`src/rtl/alu_op_sequencer.sv`:
```
// rtl/alu_op_sequencer.sv - registered ALU control decode with iterative shift micro-op issue
//
// Accepts one instruction per in_valid/in_ready handshake, decodes the 5-bit opcode
// (instr[INSTR_W-1 -: 5]) into a one-hot ALU op, and issues micro-ops on an
// out_valid/out_ready handshake. With ITER_SHIFT=1 a shift of k>=2 becomes k
// single-bit micro-ops.
//
// Ports:
//   clk, rst_n          clock, asynchronous active-low reset
//   in_valid/in_ready   instruction handshake (in_ready is combinational)
//   instr, no_flags     instruction word, flag-update suppression
//   out_valid/out_ready micro-op handshake
//   alu_op              one-hot ALU op (0 = non-ALU instruction)
//   shift_amt           shift distance of this micro-op
//   flag_en             update flags with this micro-op's result
//   last                final micro-op of the instruction
module alu_op_sequencer #(
    parameter int INSTR_W    = 16,
    parameter int SHAMT_W    = 4,
    parameter int ITER_SHIFT = 1
) (
    input  logic               clk,
    input  logic               rst_n,
    input  logic               in_valid,
    output logic               in_ready,
    input  logic [INSTR_W-1:0] instr,
    input  logic               no_flags,
    output logic               out_valid,
    input  logic               out_ready,
    output logic [6:0]         alu_op,
    output logic [SHAMT_W-1:0] shift_amt,
    output logic               flag_en,
    output logic               last
);

    localparam logic [1:0] S_IDLE   = 2'd0;
    localparam logic [1:0] S_ISSUE  = 2'd1;
    localparam logic [1:0] S_REPEAT = 2'd2;

    localparam logic [6:0] OP_ADD = 7'b0000001;
    localparam logic [6:0] OP_SUB = 7'b0000010;
    localparam logic [6:0] OP_AND = 7'b0000100;
    localparam logic [6:0] OP_OR  = 7'b0001000;
    localparam logic [6:0] OP_NOT = 7'b0010000;
    localparam logic [6:0] OP_SHR = 7'b0100000;
    localparam logic [6:0] OP_SHL = 7'b1000000;

    logic [1:0]         state_q, state_d;
    logic [SHAMT_W-1:0] count_q, count_d;
    logic [6:0]         alu_op_q, alu_op_d;
    logic [SHAMT_W-1:0] shift_amt_q, shift_amt_d;
    logic               flag_en_q, flag_en_d;
    logic               last_q, last_d;
    logic               nf_q, nf_d;

    logic [4:0]         opc;
    logic [SHAMT_W-1:0] shamt;
    logic [6:0]         dec_op;
    logic               is_shift;
    logic               multi;
    logic               accept;
    logic               unused_instr_bits;

    assign opc               = instr[INSTR_W-1 -: 5];
    assign shamt             = instr[SHAMT_W-1:0];
    assign unused_instr_bits = ^instr;

    // Priority decode, top entry wins.
    always_comb begin
        dec_op = 7'b0;
        if (opc[4:1] == 4'b1000)                          dec_op = OP_SUB;
        else if (opc == 5'b10011)                         dec_op = OP_AND;
        else if (opc == 5'b10010)                         dec_op = OP_OR;
        else if (opc == 5'b10110)                         dec_op = OP_NOT;
        else if (opc == 5'b10101)                         dec_op = OP_SHR;
        else if (opc == 5'b10100)                         dec_op = OP_SHL;
        else if (opc[4:3] == 2'b00 || opc[4:3] == 2'b01)  dec_op = OP_ADD;
        else if (opc[4:3] == 2'b11 && opc[2:0] != 3'b111) dec_op = OP_ADD;
        else                                              dec_op = 7'b0;
    end

    assign is_shift  = (dec_op == OP_SHR) || (dec_op == OP_SHL);
    assign multi     = (ITER_SHIFT != 0) && is_shift && (shamt > SHAMT_W'(1));

    assign in_ready  = (state_q == S_IDLE) | ((state_q == S_ISSUE) & out_ready);
    assign accept    = in_valid & in_ready;
    assign out_valid = (state_q != S_IDLE);

    always_comb begin
        state_d     = state_q;
        count_d     = count_q;
        alu_op_d    = alu_op_q;
        shift_amt_d = shift_amt_q;
        flag_en_d   = flag_en_q;
        last_d      = last_q;
        nf_d        = nf_q;
        if (accept) begin
            alu_op_d = dec_op;
            nf_d     = no_flags;
            if (multi) begin
                state_d     = S_REPEAT;
                count_d     = shamt - SHAMT_W'(1);
                shift_amt_d = SHAMT_W'(1);
                last_d      = 1'b0;
                flag_en_d   = 1'b0;
            end else begin
                state_d     = S_ISSUE;
                count_d     = '0;
                shift_amt_d = is_shift ? shamt : '0;
                last_d      = 1'b1;
                flag_en_d   = !no_flags && (dec_op != 7'b0);
            end
        end else if (state_q == S_ISSUE && out_ready) begin
            // Final micro-op consumed with nothing waiting: go idle with clean outputs.
            state_d     = S_IDLE;
            alu_op_d    = '0;
            shift_amt_d = '0;
            flag_en_d   = 1'b0;
            last_d      = 1'b0;
        end else if (state_q == S_REPEAT && out_ready) begin
            count_d = count_q - SHAMT_W'(1);
            if (count_q == SHAMT_W'(1)) begin
                // The next micro-op is the final one; flags apply only there.
                state_d   = S_ISSUE;
                last_d    = 1'b1;
                flag_en_d = !nf_q && (alu_op_q != 7'b0);
            end
        end
    end

    always_ff @(posedge clk or negedge rst_n) begin
        if (!rst_n) begin
            state_q     <= S_IDLE;
            count_q     <= '0;
            alu_op_q    <= '0;
            shift_amt_q <= '0;
            flag_en_q   <= 1'b0;
            last_q      <= 1'b0;
            nf_q        <= 1'b0;
        end else begin
            state_q     <= state_d;
            count_q     <= count_d;
            alu_op_q    <= alu_op_d;
            shift_amt_q <= shift_amt_d;
            flag_en_q   <= flag_en_d;
            last_q      <= last_d;
            nf_q        <= nf_d;
        end
    end

    assign alu_op    = alu_op_q;
    assign shift_amt = shift_amt_q;
    assign flag_en   = flag_en_q;
    assign last      = last_q;

endmodule

```
`config.mk`:
```
export PLATFORM = sky130hd
export DESIGN_NAME = alu_op_sequencer
export DESIGN_NICKNAME = d
export VERILOG_FILES = /design/src/rtl/alu_op_sequencer.sv
export SDC_FILE = /design/constraint.sdc
export NUM_CORES = 1
export LEC_CHECK = 0
export ABC_AREA = 1
export BUFFER_PORTS_ARGS = -buffer_cell sky130_fd_sc_hd__buf_2
export CAP_MARGIN = 40
export CORE_MARGIN = 2
export CORE_UTILIZATION = 54
export DETAILED_ROUTE_END_ITERATION = 16
export GPL_ROUTABILITY_DRIVEN = 0
export GPL_TIMING_DRIVEN = 0
export MAX_ROUTING_LAYER = met4
export PLACE_DENSITY = 0.84
export SYNTH_ARGS = -nofsm -noshare
export SYNTH_HDL_FRONTEND = slang
export SYNTH_SLANG_ARGS = --single-unit
```
`constraint.sdc`:
```
create_clock -name clk -period 3.4 [get_ports clk]
set_input_delay 0.34 -clock clk [delete_from_list [all_inputs] [get_ports clk]]
set_output_delay 0.34 -clock clk [all_outputs]
set_load 0.05 [all_outputs]
```
* After elaboration in Yosys (flattened, before gate mapping)
Index checks and enable logic that the tools add are counted. W data, S select, Z words.
Storage, ports and cells: output and inout bits 15, bits of input ports 21, bits in registers 20
Cells by class: reduce and logical (&&, ||, !) cells 21, mux-type cells 33, add/sub/neg operators 2, magnitude comparators 1, equal/unequal tests 15, bitwise gates (word level) 3
Operator list (count):
- $mux W7 | 8
- $mux W4 | 8
- $eq A5 B5 Y1 const B | 5
- $reduce_bool A7 Y1 | 2
- $mux W1 | 12
- $mux W2 | 5
- $sub A4 B1 Y4 const B | 2
- $eq A7 B6 Y1 const B | 1
- $eq A7 B7 Y1 const B | 1
- $logic_and A1 B1 Y1 | 6
- $reduce_bool A2 Y1 | 3
- $reduce_bool A3 Y1 | 2
- $eq A2 B1 Y1 const B | 2
- $eq A2 B2 Y1 const B | 2
- $eq A4 B1 Y1 const B | 1
- $eq A4 B4 Y1 const B | 1
- $gt A4 B1 Y1 const B | 1
- $logic_not A2 Y1 | 2
- $reduce_and A2 Y1 | 2
- $ne A3 B3 Y1 const B | 1
- $and A1 B1 Y1 | 2
- $logic_not A1 Y1 | 2
- $logic_or A1 B1 Y1 | 2
- $ne A2 B2 Y1 const B | 1
- $or A1 B1 Y1 | 1

* Logic depth before layout (Yosys ltp)
Gate-level depths: netlist (run 1).
depth in word-level cells 15, gate-level depth with buffers 11

* Worst setup path before layout (run 1)
Ideal clock, no wire load.
kind register to register, from register state_q[0], to register state_q[0], period minus slack after synthesis 1.657 ns, stages on the path, launching flop included 10, setup time 0.116 ns, data required time 3.284 ns, arrival 1.541 ns, setup slack 1.743 ns, cells stage by stage dfrtp_1 inv_2 nand2_4 nand2_4 nand2_8 inv_2 nand2_1 nand2_1 o21ai_2 inv_2
On the way: word-level cells in the longest chain between the ends 6, elaborated cells between the ends (all ways) 13, those cells by class eq/ne (2); mux (2); bitwise (3); reduce/logical (6)
RTL lines:
- start: declaration | line 48 | logic [1:0] state_q, state_d;
- start signal: assignment | line 141 | state_q <= state_d;
- $eq A2 B1 Y1 | line 85 | assign in_ready = (state_q == S_IDLE) | ((state_q == S_ISSUE) & out_ready);
- $and A1 B1 Y1 | line 85
- $or A1 B1 Y1 (*) | line 85
- net in_ready | line 25 | output logic in_ready,
- $and A1 B1 Y1 (*) | line 86 | assign accept = in_valid & in_ready;
- $reduce_bool A3 Y1 (no source line)
- $reduce_and A2 Y1 (no source line)
Mark *: on every way through the listed nets, which the timed path passes. The rest lies on a longest branch. A chain may end at the register's enable or synchronous reset.

* Worst setup path in the final report (run 1)
from register state_q[1], to output in_ready
On the way: word-level cells in the longest chain between the ends 3, elaborated cells between the ends (all ways) 4, those cells by class eq/ne (1); bitwise (2); reduce/logical (1)
RTL lines (line):
- $eq A2 B1 Y1 | 85
- $and A1 B1 Y1 | 85
- $or A1 B1 Y1 (*) | 85
- end: declaration | 25
Mark *: on every way between the ends. The rest lies on a longest branch, timed or not.

==> flow_summary.toml, run 1 <==
[layout]
fin_nets = 210
drive_above_1_share_pct = 28.3
area_growth_pct = 18.3
regArea_sq_um = 475
diodes = 0
fillers = 153
multiInputGateArea_sq_um = 557

[setup_path]
slowest_delay_ps = 410
path_max_fanout = 4
path_cells = "inv_2 > nand2_1 > nand2_4 > buf_2"
critPathArrivalTime_ps = 1270
start_kind = "flop"
cp_slowest_cell = "dfrtp_1"
worstSetupStartpoint = "state_q[1]$_DFFE_PN0P_"
timing.rr.start = "state_q[0]$_DFFE_PN0P_"
required_ps = 3060
crit_type = "flop to output pin"
end_kind = "output pin"

[sta]
max_freq_ghz = 0.622
drv_slew = 0
rsz0062_at_grt = "false"
relSlewSlack_pct = 72.0
fin_ws_ps = 1790
whs_ps = 262
min_period_ps = 1610
fin_skew_ps = 14.6
tightest_slew_ps = 420
period_share_pct = 47.3
setup_viol_count_final = 0
hold_viol_final = 0
timing.setup.tns_ps = 0

[floorplan]
die-area_sq_um = 2550
core_area_sq_um = 2000
row_count = 16
start_util_pct = 58.4
fp.dieH_um = 50.5
pin_count = 36
fp.dieW_um = 50.5

[yosys]
netlist-cell-type-count = 25
syn_inst = 151
yosysWarningCount = 0
async_flop_share_pct = 100
synth_edf_count = 0
yosysSeqAreaShare_pct = 40.7
syn_nets = 176
synth_top_area_cell = "dfrtp_1"
syn-cell-area_sq_um = 1170
synth_top_area_share_pct = 40.7
yosysMostFrequentCell = "nand2_1"
synth_seq_cells = 19
syn_avg_cell_area_sq_um = 7.74
synth_ff_type = "dfrtp_1"
synth_top_cells_by_count = "39 x nand2_1, 23 x inv_1, 19 x dfrtp_1"
synth_area_leaders = "dfrtp_1 41%, nand2_1 13%, inv_1 7.4%"

[clock_tree]
post_cts_buffers = 0
cts_tree = "built"
cts_root_buf = "clkbuf_4"
cts_max_level = 1
cts.path.max_buffers = 2
numClockSinks = 19
numCtsBuffers = 3
cts-hold-fix-buffers = 1
clk_pin_slew_worst_paths_ps = 120
cts_resized = 0
clkLatencyLatePin_ps = 290

[outcome]
status = "finished, final reports clean"

[place]
dp_hpwl_mm = 1.83
post-place-ws_ps = 1940
place.port_buffers = 28

[route]
num_vias = 1048
drc_errors = 0
routed_via_density = 4.97
drtAntennaViolNets = 0
dr.pass1.iters = 4
drt-total-wl_mm = 2.27
drtIter0Drc = 14
wl_per_cell_um = 10.7

[grt]
grt_max_degree = 20
grt.total_usage_pct = 21.0
grt-ovfl-total = 0
grt_antenna_before_repair = 0
grt_pass1_wl_mm = 4.06
first_global_vias = 1000

[worst_hold_path]
min_path_type = "input port to flop"
hold_start = "no_flags"

[power_and_ir_drop]
ir_drop_v = 0.000461
p_per_area_nw_per_um2 = 657
p_leak_uw = 0.000773

[run]
maxCapViolations = 0
==> registers in the layout, summed over array words and instances, names as in the netlist <==
register	flops
shift_amt	4
alu_op	7
nf_q	1
count_q	4
state_q	2
flag_en	1
==> cell families (layout without fill, tap and decap cells) <==
kind of cell	Yosys count	in the layout	share of synthesized area, %
flops	19	19	40.7
buf+inv	31	64	11.7
fa+ha+maj	4	4	4.28
xor+xnor	1	1	0.750
compound gates	18	18	9.53
simple gates	78	78	33.1
==> stage by stage <==
step           std cells  area, sq um  total power, uW  util (%)
5_1_grt              211         1380              978      69.1
3_5_place_dp         206         1340              796      67.1
6_report             211         1380              908      69.1
4_1_cts              211         1380              914      69.1
3_3_place_gp         206         1340              781      67.1
2_1_floorplan        151         1170              692         -
==> metal layers <==
metal	share of wire, %	global-route usage [%]	vias to the layer above	wire length, um
li1	-	-	544	-
met1	46	27.0	478	1030
met2	49	35.7	24	1100
met3	4.5	2.08	2	103
met4	1.0	5.41	0	23
met5	0	-	-	0
==> where the power goes <==
part,switching [uW],total [uW],internal [uW]
Clock,72.5,117,44.6
Combinational,332,477,145
Sequential,39.0,315,275
==> cell usage in the layout, fill, tap and decap left out, types with 2 or more instances in the layout <==
cell      Yosys  routed
nand2_1      39      39
nor2_4        2       2
nor2_1       14      14
o21ai_0       5       5
o22ai_1       4       4
inv_2         5       5
nor3_1        2       2
inv_1        23      23
nand2_2       2       2
buf_6         2       2
nand4_1       3       3
nand3_1      10      10
buf_2         0      28
dfrtp_1      19      19
ha_1          4       4
o21ai_1       3       3
clkbuf_4      0       3
nand3_2       2       2
a21oi_1       2       2
nand2_4       3       3
==> layout make-up <==
cell class	instances	share of cell area, %
timing repair buffer	29	10.9
multi-input combinational	101	40.3
buffer	2	1.63
tap	27	2.44
inverter	29	8.24
clock inverter	1	0.543
clock buffer	3	1.63
sequential	19	34.4
==> worst max-delay path: cells and delay by family (launching register included) <==
| kind | cells | cell delay (ps) |
|---|---|---|
| DFF | 1 | 410 |
| and+or+nand+nor | 2 | 200 |
| buffers and inverters | 2 | 370 |
==> worst paths after layout <==
| path | to | slack [ps] | depth (start not counted) |
|---|---|---|---|
| setup / recovery | in_ready | 1790 | 4 |
| hold / removal | nf_q$_DFFE_PN0P_ | 260 | 3 |
| setup reg to reg | state_q[0]$_DFFE_PN0P_ | 2140 | 8 |
| hold reg to reg | shift_amt[3]$_DFFE_PN0N_ | 500 | 2 |
| max in group asynchronous | state_q[1]$_DFFE_PN0P_ | 2600 | 2 |
| min in group asynchronous | alu_op[3]$_DFFE_PN0N_ | 490 | 2 |
(Power assumes the default switching activity.)
==> run 2: changes to the inputs <==
ABC_AREA = 0   (was 1)
CORE_UTILIZATION = 44   (was 54)
PLACE_DENSITY = 0.74   (was 0.84)
clock period = 1.32 ns   (was 3.4 ns; I/O delays follow)
==> run 2 against run 1 <==
Design area fell by 2.2%. Register-to-register slack got worse by 2300 ps. Core utilization down 8.5 points. Wire length shrank 4.2%. Highest routed layer unchanged. Area after synthesis shrank 9.6%. Hold slack worse by 180 ps. Via count fell by 15%. Global-route usage fell by 1.9 points. Sequential share of layout area up 1.1 points. Largest power group unchanged. Clock-buffer cell count unchanged. Critical endpoint is now flag_en$_DFFE_PN0P_. The run now ends with setup timing left.
==> flow_summary.toml, run 2 <==
[grt]
grt-ovfl-total = 0
grt_max_degree = 20
first_global_vias = 893
grt.total_usage_pct = 19.1
grt_pass1_wl_mm = 3.82
grt_antenna_before_repair = 0

[setup_path]
end_kind = "flop"
r2r_slack_ps = -120
crit_type = "flop to flop"
start_kind = "flop"
path_max_fanout = 8
path_cells = "mux2i_1 > or2_4 > a32o_1 > mux2_4"
required_ps = 1500
cp_top_family = "flip-flops"
cp_slowest_cell = "dfrtp_2"
critPathArrivalTime_ps = 1620
timing.rr.start = "state_q[0]$_DFFE_PN0P_"
slowest_delay_ps = 470
worstRegToRegCells = 4
crit_buf_inv = 0
r2r_end = "flag_en$_DFFE_PN0P_"

[clock_tree]
cts_max_level = 1
clk_pin_slew_worst_paths_ps = 110
clkLatencyLatePin_ps = 290
cts_root_buf = "clkbuf_4"
cts_tree = "built"
cts.path.max_buffers = 2
numClockSinks = 19
numCtsBuffers = 3

[power_and_ir_drop]
ir_drop_v = 0.00130
swShare_pct = 42.5
p_per_area_nw_per_um2 = 1750
p_int_uw = 1360
clkPwrFrac_pct = 12.0
p_leak_uw = 0.000672
comb_power_share_pct = 50.9
switchingPower_uw = 1000
pwr-share-seq_pct = 37.1

[sta]
drv_slew = 0
fin_ws_ps = -120
hold_viol_final = 0
rsz0062_at_grt = "true"
period_share_pct = 109
setup_viol_count_final = 7
tightest_slew_ps = 423
fin_skew_ps = 4.54
min_period_ps = 1440
timing.setup.tns_ps = -335
max_freq_ghz = 0.694
relSlewSlack_pct = 71.8

[layout]
layout.cells.most_common = "buf_2"
drive_above_1_share_pct = 40.3
diodes = 0
layout_common_cells = "27 x buf_2, 15 x dfrtp_1, 13 x nand2_1, 9 x nor2_1, 6 x o21ai_0"
largest_reg_flops = 7
fin_nets = 170
area_growth_pct = 28.1

[yosys]
syn_avg_cell_area_sq_um = 9.69
synth_top_area_cell = "dfrtp_1"
async_flop_share_pct = 100
syn-cell-area_sq_um = 1060
synth_seq_cells = 19
synth_area_leaders = "dfrtp_1 45%, nand2_1 5.3%, ha_1 4.7%"
yosysSeqAreaShare_pct = 45.0
synth_ff_type = "dfrtp_1"
syn_inst = 109
netlist-cell-type-count = 40
yosysMostFrequentCell = "dfrtp_1"
synth_top_area_share_pct = 45.0
syn_nets = 134
synth_edf_count = 0
yosysWarningCount = 0
synth_top_cells_by_count = "19 x dfrtp_1, 15 x nand2_1, 9 x nor2_1"

[outcome]
violations = "setup timing"
status = "finished, violations left"

[route]
drtAntennaViolNets = 0
drt-total-wl_mm = 2.17
drtIter0Drc = 6
num_vias = 895
drc_errors = 0
top_layer = "met4"
dr.pass1.iters = 4
dr_wl_met2_mm = 1.01
met1_length_mm = 1.03
wl_per_cell_um = 12.6
routed_via_density = 5.20
wl_met3_um = 103

[place]
post-place-ws_ps = -197
place.port_buffers = 28
dp_hpwl_mm = 1.71

[worst_hold_path]
holdPathEnd = "alu_op[1]$_DFFE_PN0N_"
hold_start = "instr[12]"
min_path_type = "input port to flop"
min_path_cells = 2

[floorplan]
pin_count = 36
fp.dieW_um = 53.0
fp.dieH_um = 53.0
row_count = 17
core_area_sq_um = 2230
die-area_sq_um = 2810
start_util_pct = 47.3

[run]
maxCapViolations = 0
-- run 2: cell count changes after synthesis, moves of 5 or more --
| cell | delta |
|---|---|
| inv_2 | -5 |
| nand3_1 | -8 |
| nand2_1 | -24 |
| inv_1 | -18 |
| nor2_1 | -5 |
-- run 2: through the flow --
step           std cells  instance area, sq um  util [%]  total power (uW)  hold slack [ps]
6_report             172                  1350      60.6              2360             83.2
2_1_floorplan        109                  1080         -              1740             -164
3_3_place_gp         165                  1250      56.0              1950             86.6
3_5_place_dp         165                  1250      56.0              1980             92.9
4_1_cts              172                  1340      60.1              2360             71.5
5_1_grt              172                  1350      60.6              2540             67.2
-- run 2: timing repair --
item,4_1_cts,5_1_grt
buffers inserted,2,1
setup endpoints to repair,11,18
hold buffers,1,0
gates resized for setup,11,5
pin swaps,2,3
endpoints found under the hold margin,19,0
-- run 2: metal layers --
| metal | track usage (%) | vias up |
|---|---|---|
| li1 | - | 458 |
| met1 | 24.4 | 413 |
| met2 | 31.5 | 22 |
| met3 | 2.54 | 2 |
| met4 | 6.41 | 0 |
| met5 | - | - |
-- run 2: cell type report --
| class | instances | area, sq um |
|---|---|---|
| Buffer | 2 | 16.3 |
| Multi-Input combinational cell | 82 | 582 |
| Inverter | 5 | 18.8 |
| Clock buffer | 3 | 22.5 |
| Fill cell | 208 | 881 |
| Clock inverter | 1 | 5.00 |
| Tap cell | 28 | 35.0 |
| Sequential cell | 19 | 480 |
| Timing Repair Buffer | 32 | 193 |
-- run 2: how the worst max path moves through the flow --
stage | from | endpoint | slack (ps) | cells after the start
floorplan | state_q[0]$_DFFE_PN0P_ | flag_en$_DFFE_PN0P_ | -190 | 5
global placement | instr[0] | count_q[1]$_DFFE_PN0P_ | -150 | 7
detailed placement | instr[0] | count_q[1]$_DFFE_PN0P_ | -200 | 7
CTS | state_q[0]$_DFFE_PN0P_ | flag_en$_DFFE_PN0P_ | -120 | 4
global route | state_q[0]$_DFFE_PN0P_ | flag_en$_DFFE_PN0P_ | -160 | 4
finish | state_q[0]$_DFFE_PN0P_ | flag_en$_DFFE_PN0P_ | -120 | 4
-- run 2: cells by family (layout without fill, tap and decap cells) --
| family | count (synthesis) | count (layout) | share of synthesized area [%] |
|---|---|---|---|
| compound gates | 22 | 22 | 15.3 |
| xor+xnor | 2 | 2 | 1.66 |
| fa+ha+maj | 4 | 4 | 4.74 |
| buf+inv | 8 | 43 | 3.79 |
| flops | 19 | 19 | 45.0 |
| mux | 4 | 4 | 4.03 |
| simple gates | 50 | 50 | 25.5 |
-- run 2: power groups by stage --
stage                     clock network [uW]  logic [uW]  registers, uW
final                                    283        1200            877
after floorplan                            0         687           1050
after global routing                     326        1310            907
after global placement                     0        1070            877
after CTS                                299        1190            872
after detailed placement                   0        1100            884
